File: config.mk
export PLATFORM = sky130hd
export DESIGN_NAME = hazard_unit
export DESIGN_NICKNAME = d
export VERILOG_FILES = /design/src/rtl/hazard_pkg.sv /design/src/rtl/forward_sel.sv /design/src/rtl/hazard_unit.sv
export SDC_FILE = /design/constraint.sdc
export NUM_CORES = 1
export LEC_CHECK = 0
export CORE_UTILIZATION = 42
export DETAILED_ROUTE_END_ITERATION = 8
export GPL_TIMING_DRIVEN = 0
export PLACE_DENSITY = 0.77
export SLEW_MARGIN = 15
export SYNTH_ARGS = -nofsm -noshare
export SYNTH_HDL_FRONTEND = slang
export SYNTH_HIERARCHICAL = 1
export SYNTH_SLANG_ARGS = --single-unit
File: constraint.sdc
create_clock -name clk -period 2 [get_ports clk]
set_clock_uncertainty 0.05 [all_clocks]
set_input_delay 0.4 -clock clk [delete_from_list [all_inputs] [get_ports clk]]
set_output_delay 0.4 -clock clk [all_outputs]
set_load 0.01 [all_outputs]
File: src/rtl/hazard_pkg.sv
// Shared types and constants for the pipeline hazard controller.
package hazard_pkg;

  typedef enum logic [1:0] {
    FWD_RF = 2'b00,
    FWD_W  = 2'b01,
    FWD_M  = 2'b10
  } fwd_sel_t;

  typedef enum logic {
    IDLE = 1'b0,
    WAIT = 1'b1
  } mem_state_t;

  localparam int unsigned REG_ZERO = 0;

endpackage

File: src/rtl/forward_sel.sv
// Per-operand forward select: picks the youngest in-flight producer of RsE,
// Memory stage before Writeback, and never forwards x0.
module forward_sel
  import hazard_pkg::*;
#(
  parameter int REG_ADDR_WIDTH = 5
) (
  input  logic [REG_ADDR_WIDTH-1:0] RsE,
  input  logic [REG_ADDR_WIDTH-1:0] RdM,
  input  logic [REG_ADDR_WIDTH-1:0] RdW,
  input  logic                      RegWriteM,
  input  logic                      RegWriteW,
  output fwd_sel_t                  Forward
);

  localparam logic [REG_ADDR_WIDTH-1:0] ZeroReg = REG_ADDR_WIDTH'(REG_ZERO);

  logic hitM;
  logic hitW;

  assign hitM = RegWriteM && (RdM != ZeroReg) && (RdM == RsE);
  assign hitW = RegWriteW && (RdW != ZeroReg) && (RdW == RsE);

  always_comb begin
    Forward = FWD_RF;
    if (hitM) begin
      Forward = FWD_M;
    end else if (hitW) begin
      Forward = FWD_W;
    end
  end

endmodule

File: src/rtl/hazard_unit.sv
// Hazard controller for the 5-stage RV32I core: operand forwarding selects,
// stall/flush generation and tracking of outstanding data-memory accesses.
module hazard_unit
  import hazard_pkg::*;
#(
  parameter int REG_ADDR_WIDTH = 5,
  parameter int CNT_WIDTH      = 32,
  parameter int MEM_TIMEOUT    = 64
) (
  input  logic                      clk,
  input  logic                      rst_n,
  input  logic [REG_ADDR_WIDTH-1:0] Rs1D,
  input  logic [REG_ADDR_WIDTH-1:0] Rs2D,
  input  logic [REG_ADDR_WIDTH-1:0] Rs1E,
  input  logic [REG_ADDR_WIDTH-1:0] Rs2E,
  input  logic [REG_ADDR_WIDTH-1:0] RdE,
  input  logic [REG_ADDR_WIDTH-1:0] RdM,
  input  logic [REG_ADDR_WIDTH-1:0] RdW,
  input  logic                      RegWriteM,
  input  logic                      RegWriteW,
  input  logic                      ResultSrcE0,
  input  logic                      PCSrcE,
  input  logic                      MemReqM,
  input  logic                      MemReadyM,
  output logic [1:0]                ForwardAE,
  output logic [1:0]                ForwardBE,
  output logic                      StallF,
  output logic                      StallD,
  output logic                      StallE,
  output logic                      StallM,
  output logic                      FlushD,
  output logic                      FlushE,
  output logic                      FlushW,
  output logic [CNT_WIDTH-1:0]      StallCount,
  output logic                      MemTimeout
);

  localparam int                    WAIT_W  = $clog2(MEM_TIMEOUT + 1);
  localparam logic [WAIT_W-1:0]     WAIT_MAX = WAIT_W'(MEM_TIMEOUT);
  localparam logic [REG_ADDR_WIDTH-1:0] ZeroReg = REG_ADDR_WIDTH'(REG_ZERO);

  fwd_sel_t fwdA;
  fwd_sel_t fwdB;

  forward_sel #(.REG_ADDR_WIDTH(REG_ADDR_WIDTH)) u_fwd_a (
    .RsE       (Rs1E),
    .RdM       (RdM),
    .RdW       (RdW),
    .RegWriteM (RegWriteM),
    .RegWriteW (RegWriteW),
    .Forward   (fwdA)
  );

  forward_sel #(.REG_ADDR_WIDTH(REG_ADDR_WIDTH)) u_fwd_b (
    .RsE       (Rs2E),
    .RdM       (RdM),
    .RdW       (RdW),
    .RegWriteM (RegWriteM),
    .RegWriteW (RegWriteW),
    .Forward   (fwdB)
  );

  assign ForwardAE = fwdA;
  assign ForwardBE = fwdB;

  logic lwStall;
  logic memStall;

  assign lwStall  = ResultSrcE0 && (RdE != ZeroReg) && ((RdE == Rs1D) || (RdE == Rs2D));
  assign memStall = MemReqM && !MemReadyM;

  // A memory stall freezes the whole pipe, so flushes and load-use bubbles
  // are held back until it clears.
  assign StallF = lwStall || memStall;
  assign StallD = lwStall || memStall;
  assign StallE = memStall;
  assign StallM = memStall;
  assign FlushW = memStall;
  assign FlushD = PCSrcE && !memStall;
  assign FlushE = (lwStall || PCSrcE) && !memStall;

  mem_state_t           state_q,      state_d;
  logic [WAIT_W-1:0]    waitCnt_q,    waitCnt_d;
  logic                 memTimeout_q, memTimeout_d;
  logic [CNT_WIDTH-1:0] stallCount_q, stallCount_d;

  always_ff @(posedge clk or negedge rst_n) begin
    if (!rst_n) begin
      state_q      <= IDLE;
      waitCnt_q    <= '0;
      memTimeout_q <= 1'b0;
      stallCount_q <= '0;
    end else begin
      state_q      <= state_d;
      waitCnt_q    <= waitCnt_d;
      memTimeout_q <= memTimeout_d;
      stallCount_q <= stallCount_d;
    end
  end

  // The FSM never forces a release on timeout; it only raises the sticky flag.
  always_comb begin
    state_d      = state_q;
    waitCnt_d    = waitCnt_q;
    memTimeout_d = memTimeout_q;
    unique case (state_q)
      IDLE: begin
        waitCnt_d = '0;
        if (memStall) begin
          state_d = WAIT;
        end
      end
      WAIT: begin
        if (waitCnt_q != WAIT_MAX) begin
          waitCnt_d = waitCnt_q + WAIT_W'(1);
        end
        if (MemReadyM || !MemReqM) begin
          state_d = IDLE;
        end
      end
      default: begin
        state_d   = IDLE;
        waitCnt_d = '0;
      end
    endcase
    if (waitCnt_d == WAIT_MAX) begin
      memTimeout_d = 1'b1;
    end
  end

  always_comb begin
    stallCount_d = stallCount_q;
    if (StallF && (stallCount_q != '1)) begin
      stallCount_d = stallCount_q + CNT_WIDTH'(1);
    end
  end

  assign StallCount = stallCount_q;
  assign MemTimeout = memTimeout_q;

endmodule

Word level (Yosys, flattened, before mapping)
Index checks and enable logic that the tools add are counted.
- eq/ne operators: 9
- add/sub/neg operators: 2
- reduce and logical (&&, ||, !) cells: 22
- bitwise logic cells: 1
- mux-type cells: 9
- operator list (kind ; number):
    $add 32x1->32 const B ; 1
    $ne 32x32->1 const B ; 1
    $eq 5x5->1 ; 6
    $reduce_bool 5->1 ; 3
    $pmux 7 s2 ; 1
    $logic_and 1x1->1 ; 12
    $add 7x1->7 const B ; 1
    $eq 7x7->1 const B ; 1
    $mux 7 ; 1
    $ne 7x7->1 const B ; 1
    $logic_or 1x1->1 ; 4
    $mux 1 ; 4
    $mux 2 ; 2
    $logic_not 1->1 ; 3
    $pmux 1 s2 ; 1
    $not 1->1 ; 1
- output and inout bits: 44
- input port bits: 43
- word-level logic and storage cells: 47
- bits in registers: 41

Longest topological paths before layout
- word-level depth: 5
- depth in mapped cells: 8
- depth with buffers taken out: 8

By module
Netlist, hierarchy kept.
- modules (own cells, without submodules) (module ; area an instance (sq um) ; cells each ; times used):
    hazard_unit ; 2314.7 ; 230 ; 1
    forward_sel ; 158.9 ; 21 ; 2

Worst setup path before layout
Ideal clock, no wire load.
- path kind: input to output
- start point: input RdE[1]
- end point: output StallF
- buffers on the path: 2
- arrival: 1.587 ns
- cell stages on the path: 5
- setup slack: -0.037 ns
- required time: 1.550 ns
- cell sequence: or4_1 -> o21ai_1 -> o21ai_1 -> buf_2 -> buf_4
- cells in the longest elaborated chain, start to end: 4
- elaborated cells between the ends (all ways): 7
- classes of those cells: eq/ne (2); reduce/logical (5)
- ends and longest elaborated chain (item ; line ; text):
    from (decl) ; hazard_unit.sv:16 ; input logic [REG_ADDR_WIDTH-1:0] RdE,
    $eq 5x5->1 or $reduce_bool 5->1 (tied branches) ; hazard_unit.sv:69 ; assign lwStall = ResultSrcE0 && (RdE != ZeroReg) && ((RdE == Rs1D) || (RdE == Rs2D));
    $logic_or 1x1->1 or $logic_and 1x1->1 (tied branches) ; hazard_unit.sv:69 ;
    $logic_and 1x1->1 * ; hazard_unit.sv:69 ;
    $logic_or 1x1->1 * ; - ;
    to (decl) ; hazard_unit.sv:27 ; output logic StallF,
Every way passes the cells marked *; elsewhere a longest branch is shown, timed or not.

Worst setup path in the final report
- start point: input RdE[4]
- end point: output StallF
- cells in the longest elaborated chain, start to end: 4
- elaborated cells between the ends (all ways): 7
- classes of those cells: eq/ne (2); reduce/logical (5)
- ends and longest elaborated chain (item ; line ; text):
    $eq 5x5->1 or $reduce_bool 5->1 (tied branches) ; hazard_unit.sv:69 ;
    $logic_or 1x1->1 or $logic_and 1x1->1 (tied branches) ; hazard_unit.sv:69 ;
    $logic_and 1x1->1 * ; hazard_unit.sv:69 ;
    $logic_or 1x1->1 * ; hazard_unit.sv:74 ; assign StallF = lwStall || memStall;
Marks and branches as above.

==> impl_metrics.toml <==
[logic_synthesis]
synth_area_mm2 = 0.00263
synthCells = 272
synthAdderAreaFrac_pct = 1.43
synth_common_cells = "41 x dfrtp_1, 38 x xnor2_1, 25 x xor2_1, 23 x nand3_1, 21 x nand2_1"
synth_edf_count = 0
ys_seq_elements = 41
synth_top_family_by_area = "simple AND/OR/NAND/NOR gates"
synth_area_leaders = "dfrtp_1 39%, xnor2_1 13%, xor2_1 8.3%"
ys.flop_type = "dfrtp_1"
synth_compound_area_share_pct = 4.85
synth.largest_area_cell = "dfrtp_1"
seq_area_frac_synth_pct = 39.0
synth.most_common_cell = "dfrtp_1"
async_flop_share_pct = 100
yosys-mux-area-fraction_pct = 0.808
syn_avg_cell_area_um2 = 9.68
synth-simple-area-share_pct = 29.5
syn_nets = 318
synth_cell_types = 46
yosysWarningCount = 6
synth_xor_area_share_pct = 21.0
yosysTopAreaCellShare_pct = 39.0

[pwr]
power_leakage_nw = 1.79
vdd_drop_max_v = 0.000552
p_total_w = 0.00205
p_per_area_mw_per_mm2 = 510

[final_layout]
nets = 439
antenna_cells = 0
final_area_mm2 = 0.00401
drive_above_1_share_pct = 32.2
area_growth_pct = 52.5
n_fill_cell = 453
multi_input_area_mm2 = 0.00171
regArea_mm2 = 0.00103

[timing]
slew_violations = 0
rsz0062_at_grt = "yes"
maxSlewHeadroom_pct = 70.6
setup_slack_ns = -0.0885
period_share_pct = 104
hold_ws_ns = 0.441
worstMarginPinSlew_ns = 0.441
fmax_mhz = 479
finalHoldViolations = 0
setup_viol = 4
fin_crit_ns = 2.09

[worst_hold_path]
hold_path.class = "primary input to asynchronous set/reset pin"

[critical_path]
cp.required_ns = 1.55
cp-end-kind = "output pin"
path_max_fanout = 4
path_class = "primary input to output pin"
arrival_ns = 1.64
cp-start-kind = "primary input"

[routing]
ant_nets = 0
routedWlPerCell_um = 15.0
first_iter_violations = 97
via_per_inst = 5.26
vias = 2468
firstDrtPassIters = 4
drc = 0
wl_um = 7040

[die]
io_pins = 87
num_rows = 28
core_mm2 = 0.00599
die_area_mm2 = 0.00659
die_x_um = 81.2
die_y_um = 81.2
initial_core_util_pct = 43.9

[clock_tree]
cts_buffers = 5
clock_sinks = 41
h-tree-depth = 2
clock_latency_ns = 0.29
clock_path_buffers = 2
cts_tree = "done"
root_buffer = "clkbuf_8"
clk_pin_slew_ns = 0.07

[global_route]
grt_pass1_vias = 2396
grt_max_degree = 35
grt_util_all_layers_pct = 21.4
gr-total-overflow = 0
grt_antenna_before_repair = 0
grt_pass1_wl_um = 10800

[placed_design]
routabilityCongestion = 0.812
io_buffers = 86
hpwl_um = 4960
placedInstanceArea_mm2 = 0.00361

[run_status]
outcome = "finished with violations"
violations = "setup timing"

[flow_run]
maxCapViolations = 0
-- cell type report --
class,instances,share of cell area (%)
multi-input cells,213,42.6
clock inverters,2,0.249
plain buffers,10,1.81
well taps,75,2.34
flip-flops and latches,41,25.8
clock buffers,6,1.81
inverters,8,0.748
repair buffers,114,24.7
-- where the power goes --
group	internal, W	total, W	switching [W]	leakage (nW)
sequential	0.000886	0.000949	0.0000627	0.547
combinational	0.000327	0.000589	0.000262	1.19
clock	0.000242	0.000508	0.000267	0.0450
total	0.00145	0.00205	0.000591	1.79
-- worst max-delay path, stage by stage --
cell and delay, ns:
buf_8 0.10, or4_4 0.54, o21ai_4 0.17, o21ai_2 0.09
buf_6 0.13, buf_6 0.10, buf_6 0.11
-- per-stage QoR --
| step | setup slack, ns | util [%] | std cells | TNS (ns) |
|---|---|---|---|---|
| after floorplan | 0.0139 | - | 272 | 0 |
| after global placement | -1.12 | 60.0 | 433 | -39.88 |
| after detailed placement | -1.12 | 60.2 | 434 | -20.07 |
| after CTS | -0.121 | 63.9 | 454 | -0.230 |
| after global routing | -0.114 | 67.0 | 469 | -0.812 |
| final | -0.0885 | 67.0 | 469 | -0.179 |
-- what timing repair did --
action | CTS | global route
hold endpoints to repair | 7 | 0
hold buffers | 1 | 0
endpoints found under the setup margin | 39 | 29
setup buffers | 11 | 15
resized for setup | 138 | 46
pin swaps | 32 | 31
-- per-layer routing --
layer | part of all wire, % | routed length [µm] | global-route usage (%) | up-vias
met5 | 0 | 0 | 0 | -
met4 | 1.4 | 101 | 7.14 | 0
met3 | 4.2 | 293 | 4.16 | 13
met2 | 53 | 3730 | 37.8 | 68
met1 | 41 | 2920 | 26.0 | 1196
li1 | - | - | - | 1191
-- placed cells by master (no fill, tap or decap), types with 11 or more instances in the layout --
cell / Yosys / routed
buf_2: 2 / 11
buf_4: 6 / 30
clkbuf_2: 0 / 11
clkdlybuf4s50_1: 0 / 40
dfrtp_1: 41 / 34
nand2_1: 21 / 21
nand3_1: 23 / 22
nand4_1: 12 / 12
nor2_1: 20 / 17
xnor2_1: 38 / 33
xor2_1: 25 / 25
-- cells by family (layout without fill, tap and decap cells) --
group	count (synthesis)	count (layout)
muxes	2	2
AOI/OAI and AO/OA	14	14
xor gates and xnor gates	63	63
and+or+nand+nor	131	131
buffers and inverters	18	140
DFF	41	41
adders and majority gates	3	3
-- state kept, by name (all words and copies together) (netlist names) --
| register | flops |
|---|---|
| waitCnt_q | 7 |
| state_q | 1 |
| MemTimeout | 1 |
| StallCount | 32 |
-- final timing paths --
path	slack, ns	depth (start not counted)	start	to
setup / recovery	-0.09	7	RdE[4]	StallF
hold / removal	0.44	2	rst_n	StallCount[4]$_DFFE_PN0P_
max in group asynchronous	1.02	3	rst_n	StallCount[24]$_DFFE_PN0P_
setup reg to reg	0.02	7	StallCount[6]$_DFFE_PN0P_	StallCount[15]$_DFFE_PN0P_
min in group clk	0.45	1	StallCount[31]$_DFFE_PN0P_	StallCount[31]$_DFFE_PN0P_
hold reg to reg	0.45	1	StallCount[31]$_DFFE_PN0P_	StallCount[31]$_DFFE_PN0P_
Power figures use the tool's default switching activity.
